## src/rtl/id_ex_operand_stage.sv

```systemverilog
// Operand collection between decode and execute: reg-file read, EX/WB forwarding, load-use stall.
// Latency: accept at edge T -> out_valid after T+2, plus one cycle per load-use stall; one instr per 3 cycles.
// Backpressure: outputs hold while out_ready is low; in_ready only in IDLE or when OUT drains.
module id_ex_operand_stage #(
    parameter int CTRL_W      = 16,
    parameter int STALL_CNT_W = 16
) (
    input  logic                   CLK,
    input  logic                   RESET_N,
    input  logic                   in_valid,
    output logic                   in_ready,
    input  logic [4:0]             in_rs,
    input  logic [4:0]             in_rt,
    input  logic [4:0]             in_rd,
    input  logic [CTRL_W-1:0]      in_ctrl,
    output logic [4:0]             r_addr1,
    output logic [4:0]             r_addr2,
    input  logic [31:0]            read1,
    input  logic [31:0]            read2,
    input  logic                   ex_wr,
    input  logic                   ex_is_load,
    input  logic [4:0]             ex_waddr,
    input  logic [31:0]            ex_data,
    input  logic                   wb_wr,
    input  logic [4:0]             wb_waddr,
    input  logic [31:0]            wb_data,
    output logic                   out_valid,
    input  logic                   out_ready,
    output logic [31:0]            out_op1,
    output logic [31:0]            out_op2,
    output logic [4:0]             out_rd,
    output logic [CTRL_W-1:0]      out_ctrl,
    output logic [STALL_CNT_W-1:0] stall_cnt
);

    typedef enum logic [1:0] {IDLE, ADDR, DATA, OUT} state_t;

    state_t             state, state_nxt;
    logic [4:0]         rs_q, rt_q, rd_q;
    logic [CTRL_W-1:0]  ctrl_q;
    logic               accept;
    logic               hazard;
    logic [31:0]        op1_res, op2_res;

    // Register 0 wins, then a non-load EX result, then the WB value (the
    // reg file's negedge write is not yet visible in its registered read).
    function automatic logic [31:0] resolve(
        input logic [4:0]  src,
        input logic [31:0] rf_dat,
        input logic        fwd_ex_wr,
        input logic        fwd_ex_load,
        input logic [4:0]  fwd_ex_addr,
        input logic [31:0] fwd_ex_dat,
        input logic        fwd_wb_wr,
        input logic [4:0]  fwd_wb_addr,
        input logic [31:0] fwd_wb_dat
    );
        logic [31:0] res;
        res = rf_dat;
        if (src == 5'd0)
            res = 32'd0;
        else if (fwd_ex_wr && !fwd_ex_load && fwd_ex_addr == src)
            res = fwd_ex_dat;
        else if (fwd_wb_wr && fwd_wb_addr == src)
            res = fwd_wb_dat;
        return res;
    endfunction

    assign in_ready = (state == IDLE) || (state == OUT && out_ready);
    assign accept   = in_valid && in_ready;
    assign r_addr1  = rs_q;
    assign r_addr2  = rt_q;

    assign hazard = ex_wr && ex_is_load && (ex_waddr != 5'd0) &&
                    ((ex_waddr == rs_q) || (ex_waddr == rt_q));

    always_comb begin
        op1_res = resolve(rs_q, read1, ex_wr, ex_is_load, ex_waddr, ex_data,
                          wb_wr, wb_waddr, wb_data);
        op2_res = resolve(rt_q, read2, ex_wr, ex_is_load, ex_waddr, ex_data,
                          wb_wr, wb_waddr, wb_data);
    end

    always_comb begin
        state_nxt = state;
        case (state)
            IDLE:    if (accept) state_nxt = ADDR;
            ADDR:    state_nxt = DATA;
            DATA:    if (!hazard) state_nxt = OUT;
            OUT:     if (out_ready) state_nxt = in_valid ? ADDR : IDLE;
            default: state_nxt = IDLE;
        endcase
    end

    always_ff @(posedge CLK or negedge RESET_N) begin
        if (!RESET_N)
            state <= IDLE;
        else
            state <= state_nxt;
    end

    always_ff @(posedge CLK or negedge RESET_N) begin
        if (!RESET_N) begin
            rs_q   <= 5'd0;
            rt_q   <= 5'd0;
            rd_q   <= 5'd0;
            ctrl_q <= '0;
        end else if (accept) begin
            rs_q   <= in_rs;
            rt_q   <= in_rt;
            rd_q   <= in_rd;
            ctrl_q <= in_ctrl;
        end
    end

    always_ff @(posedge CLK or negedge RESET_N) begin
        if (!RESET_N) begin
            out_valid <= 1'b0;
            out_op1   <= 32'd0;
            out_op2   <= 32'd0;
            out_rd    <= 5'd0;
            out_ctrl  <= '0;
            stall_cnt <= '0;
        end else if (state == DATA) begin
            if (hazard) begin
                if (stall_cnt != '1)
                    stall_cnt <= stall_cnt + STALL_CNT_W'(1);
            end else begin
                out_valid <= 1'b1;
                out_op1   <= op1_res;
                out_op2   <= op2_res;
                out_rd    <= rd_q;
                out_ctrl  <= ctrl_q;
            end
        end else if (state == OUT) begin
            if (out_ready) begin
                out_valid <= 1'b0;
            end else begin
                // Keep held operands coherent with writebacks landing meanwhile.
                if (wb_wr && wb_waddr != 5'd0 && wb_waddr == rs_q)
                    out_op1 <= wb_data;
                if (wb_wr && wb_waddr != 5'd0 && wb_waddr == rt_q)
                    out_op2 <= wb_data;
            end
        end
    end

endmodule
```

## config.mk

```make
export PLATFORM = sky130hd
export DESIGN_NAME = id_ex_operand_stage
export DESIGN_NICKNAME = d
export VERILOG_FILES = /design/src/rtl/id_ex_operand_stage.sv
export SDC_FILE = /design/constraint.sdc
export NUM_CORES = 1
export LEC_CHECK = 0
export BUFFER_PORTS_ARGS = -buffer_cell sky130_fd_sc_hd__buf_2
export CAP_MARGIN = 20
export CORE_UTILIZATION = 25
export CTS_CLUSTER_SIZE = 25
export DETAILED_ROUTE_END_ITERATION = 12
export PLACE_DENSITY = 0.46
export SYNTH_ARGS = -nofsm -noshare
export SYNTH_HDL_FRONTEND = slang
export SYNTH_SLANG_ARGS = --single-unit
export TNS_END_PERCENT = 5
```

## constraint.sdc

```tcl
create_clock -name CLK -period 2.5 [get_ports CLK]
set_input_delay 0 -clock CLK [delete_from_list [all_inputs] [get_ports CLK]]
set_output_delay 0 -clock CLK [all_outputs]
set_load 0.005 [all_outputs]
```

[Word level (Yosys, flattened, before mapping)]
Cells that the tools add are included.
Storage, ports and cells
  flip-flop bits (word level): 135
  input bits: 176
  logic and storage cells: 81
Operators by class
  $add $sub $neg: 1
  equality and inequality tests: 12
  muxes and demuxes: 25
  bitwise gates (word level): 1
  reduce and logical (&&, ||, !) cells: 31
Operators with widths (count)
  two-way mux 32 bit: 16
  == test 5 bit: 4
  adder 16 x 1 -> 16 bit, second input constant: 1
  inequality test 16 bit, second input constant: 1
  logical AND 1 bit: 13
  zero test 5 bit: 2
  nonzero test 5 bit: 2
  AND reduction 3 bit: 3
  case mux 2 bit (4 select lines): 1
  AND reduction 4 bit: 2
  nonzero test 2 bit: 4
  two-way mux 2 bit: 3
  inequality test 2 bit, second input constant: 3
  two-way mux 1 bit: 5
  == test 2 bit, second input constant: 2
  == test 2 x 1 -> 1 bit, second input constant: 1
  zero test 2 bit: 1
  logical OR 1 bit: 2
  inequality test 2 x 1 -> 1 bit, second input constant: 1
  AND reduction 2 bit: 1
  zero test 1 bit: 1
  NOT 1 bit: 1

[Longest topological paths before layout]
  depth after elaboration: 7
  mapped depth: 8
  gate-level depth less buffers: 7

[Worst setup path before layout]
No wires, ideal clock.
  path kind: reg2reg
  from: register rs_q[4], in the netlist r_addr1[4]
  to: register out_op2[0]
  data arrival time: 1.962 ns
  setup slack: 0.459 ns
  cell stages (with the launch flop): 8
  path buffers: 1
  clock period less this slack: 2.041 ns
  cell sequence: dfrtp_1 -> xor2_1 -> nor3_1 -> a2bb2oi_1 -> o21ai_4 -> a21boi_4 -> buf_4 -> mux2i_1
Between the ends
  cells in the longest elaborated chain, start to end: 5
Ends and longest elaborated chain
  start: declaration: line 39  | logic [4:0] rs_q, rt_q, rd_q;
  start signal: assignment: line 109  | rs_q <= in_rs;
  == test 5 bit: line 75  | ((ex_waddr == rs_q) || (ex_waddr == rt_q));
  logical OR 1 bit: line 75
  logical AND 1 bit: line 74  | assign hazard = ex_wr && ex_is_load && (ex_waddr != 5'd0) &&
  inequality test 2 bit (no source line)
  AND reduction 4 bit (no source line)
  end signal: assignment: line 131  | out_op2 <= op2_res;
  end signal: assignment: line 143  | out_op2 <= wb_data;
  end: declaration: line 30  | output logic [31:0] out_op2,
Every way passes these cells.
A chain may end at the register's enable or synchronous reset.

[Final worst setup path]
  from: register rt_q[1], in the netlist r_addr2[1]
  to: register out_op2[18]
Between the ends
  cells in the longest elaborated chain, start to end: 7
  elaborated cells between the ends (all ways): 16
Ends and longest elaborated chain
  start: declaration: line 39
  start signal: assignment: line 110  | rt_q <= in_rt;
  == test 5 bit: line 64, 142
  logical AND 1 bit: line 64  | else if (fwd_wb_wr && fwd_wb_addr == src)
  two-way mux 32 bit: line 64
  two-way mux 32 bit: line 62  | else if (fwd_ex_wr && !fwd_ex_load && fwd_ex_addr == src)
  two-way mux 32 bit: line 60  | if (src == 5'd0)
  two-way mux 32 bit: line 125  | if (hazard) begin
  two-way mux 32 bit: line 124  | end else if (state == DATA) begin
Several ways; a longest one is shown, not always the timed one. The select of a mux whose other input is x is not followed.

==> qor.yml <==
run_status:
  run_status: "complete, no violations"
floorplanning:
  pin_count: 289
  core_area_sq_um: 30670
  die-area_sq_um: 31970
  row_count: 64
  die_h_um: 178.8
  initial_core_util_pct: 25.48
  fp.dieW_um: 178.8
route:
  viasPerCell: 4.850
  drc: 0
  vias: 7478
  postRouteAntennaNets: 0
  wl_um: 29580
  drt-wirelength-per-cell_um: 19.18
  dr.pass1.iters: 5
  drt_iter0_drc: 425
layout:
  drive_above_1_share_pct: 39.60
  multi_input_area_sq_um: 4071
  n_fill_cell: 3069
  mostFrequentLayoutCell: "buf_2"
  regArea_sq_um: 3378
  fin_nets: 1312
  final_cell_mix: "buf_2 (287), dfrtp_1 (135), dlygate4sd3_1 (117), mux2i_1 (64), o21ai_0 (59)"
  syn_to_final_growth_pct: 49.48
  fin_util_pct: 38.08
sta:
  rsz0062_at_grt: "no"
  setup_viol: 0
  period_needed_ps: 2190
  worstMarginPinSlew_ps: 751.1
  finalClockSkew_ps: 11.64
  fin_tns_setup_ps: 0
  fin_crit_sh_pct: 87.61
  drv_slew: 0
  maxSlewHeadroom_pct: 49.93
  hold_violations: 0
  max_freq_ghz: 0.4566
logic_synthesis:
  synth_nets: 911
  muxShareOfSynthArea_pct: 15.84
  synth_top_family_by_area: "compound AO/OA/AOI/OAI gates"
  synth_flop_cell: "dfrtp_1"
  syn_area_per_cell_sq_um: 10.70
  synth-compound-area-share_pct: 24.77
  synth_cells: 730
  yosys_register_bits: 135
  synth_xor_area_share_pct: 3.811
  synth_warnings: 0
  synthSimpleGateAreaFrac_pct: 6.309
  synthesis.area_sq_um: 7814
  synth-adder-area-share_pct: 0.8006
  synth_top_area_share_pct: 43.23
  synth_cell_types: 46
  ys_seq_area_share_pct: 43.23
  synth_top_area_cell: "dfrtp_1"
  synthTopCellsByArea: "dfrtp_1 (43%), mux2i_1 (8.2%), mux2_2 (7.6%)"
  synth_edf_count: 0
  synthArstFlopShare_pct: 100.0
power:
  p_leak_nw: 5.397
  p_int_mw: 7.733
  switchingPower_mw: 4.724
  p_comb_share_pct: 47.9
  netSwitchingFraction_pct: 37.92
  powerDensity_nw_per_um2: 1067
  pwr-share-seq_pct: 31.4
  ir_drop_v: 0.0005002
  p_clk_share_pct: 20.6
  design_power_total_mw: 12.46
clock_tree:
  root_buffer: "clkbuf_16"
  post_cts_buffers: 0
  cts_num_sinks: 135
  tritoncts: "done"
  htree_num_levels: 4
  path_clk_slew_ps: 70
  clock_path_buffers: 2
  clk_latency_ps: 420
  cts_made_buffers: 17
global_route:
  grt_pass1_wl_um: 43910
  first_global_vias: 7669
  overflow: 0
  grt_usage_pct: 18.31
  antenna_found_initial: 3
  grt_max_degree: 65
setup_path:
  critPathLaunchType: "flip-flop"
  cp-startpoint: "r_addr2[1]$_DFFE_PN0P_"
  crit_required_ps: 2800
  end_kind: "flip-flop"
  path_class: "reg -> reg"
  crit_fanout: 32
  regToRegStartpoint: "r_addr2[1]$_DFFE_PN0P_"
  cp.arrival_ps: 2490
job:
  drv_cap: 0
placement:
  finalWeightedCongestion: 0.7469
  io_buffers: 288
  dp_hpwl_um: 20430
min_path:
  hold_class: "in -> reg"
  min_from: "read2[1]"
[critical path, stage by stage (launching register included)]
cell and delay, ps:
dfrtp_1 470, or4_1 530, o21a_1 210, buf_4 280
o41ai_1 140, o21ai_0 130, a2bb2oi_1 200, mux2i_1 90
[final timing paths]
path                       slack (ps)                  endpoint  cells past startpoint
setup / recovery                  310   out_op2[18]$_DFFE_PN0P_                      7
hold / removal                     10    out_op2[1]$_DFFE_PN0P_                      4
setup reg to reg                  310   out_op2[18]$_DFFE_PN0P_                      7
hold reg to reg                   500  out_ctrl[14]$_DFFE_PN0P_                      1
max in group asynchronous        1650      state[1]$_DFFE_PN0P_                      3
min in group asynchronous         120  out_ctrl[10]$_DFFE_PN0P_                      2
[layout make-up]
class                      instances  share of cell area (%)
multi-input combinational        499                   34.86
sequential                       135                   28.92
timing repair buffer             440                   25.63
tap                              396                   4.242
clock buffer                      18                   3.760
clock inverter                    14                   1.318
inverter                          38                   1.221
antenna                            2                 0.04285
[timing repair]
item                       CTS  global route
hold buffers               117             0
resized for setup            0             2
setup endpoints to repair    0             2
hold endpoints to repair   148             0
[cells in the mapped netlist (6+ instances only)]
cell,number
nor3_1,9
clkbuf_1,45
inv_1,38
buf_2,6
nor2_1,43
xor2_1,19
nand3_1,10
a211o_1,32
a2bb2oi_2,29
nand2_1,13
mux2_2,53
dfrtp_1,135
mux2i_1,64
o21ai_0,59
a2bb2oi_1,36
o41ai_1,32
xnor2_1,15
o21ai_1,8
a21oi_1,37
[metrics by stage]
step / hold WS (ps) / setup slack (ps) / std cells / instance area (sq um)
3_5_place_dp: 21.68 / 199.3 / 1391 / 9898
3_3_place_gp: 18.84 / 239.1 / 1391 / 9898
2_1_floorplan: -295.6 / 459.0 / 730 / 7814
5_1_grt: 14.93 / 114.1 / 1540 / 11670
6_report: 14.00 / 309.8 / 1542 / 11680
4_1_cts: 1.009 / 167.9 / 1540 / 11660
[registers in the layout (all words and copies together), names as in the netlist]
register / flops
ctrl_q: 16
out_valid: 1
state: 2
out_op1: 32
stall_cnt: 16
out_ctrl: 16
rd_q: 5
out_op2: 32
out_rd: 5
r_addr2: 5
r_addr1: 5
[power by group through the flow]
| stage | registers (mW) | clock network (mW) | logic (mW) |
|---|---|---|---|
| finish | 3.92 | 2.57 | 5.97 |
| global placement | 3.93 | 0 | 5.80 |
| detailed placement | 3.95 | 0 | 5.87 |
| global route | 4.06 | 2.75 | 6.50 |
| floorplan | 3.91 | 0 | 3.58 |
| CTS | 3.93 | 2.67 | 6.02 |
[cell families (layout without fill, tap and decap cells)]
| group | Yosys count | after routing |
|---|---|---|
| compound gates | 243 | 243 |
| simple gates | 100 | 100 |
| mux | 117 | 117 |
| other cells | 0 | 2 |
| xor+xnor | 34 | 34 |
| fa+ha+maj | 5 | 5 |
| flops | 135 | 135 |
| buf+inv | 96 | 510 |
[metal layers]
layer | track usage, % | wire length (um) | up-vias
li1 | - | - | 3524
met1 | 22.50 | 13020 | 3660
met2 | 31.00 | 14060 | 261
met3 | 5.237 | 2095 | 29
met4 | 5.049 | 378 | 4
met5 | 0 | 19 | -
(Power assumes the default switching activity.)
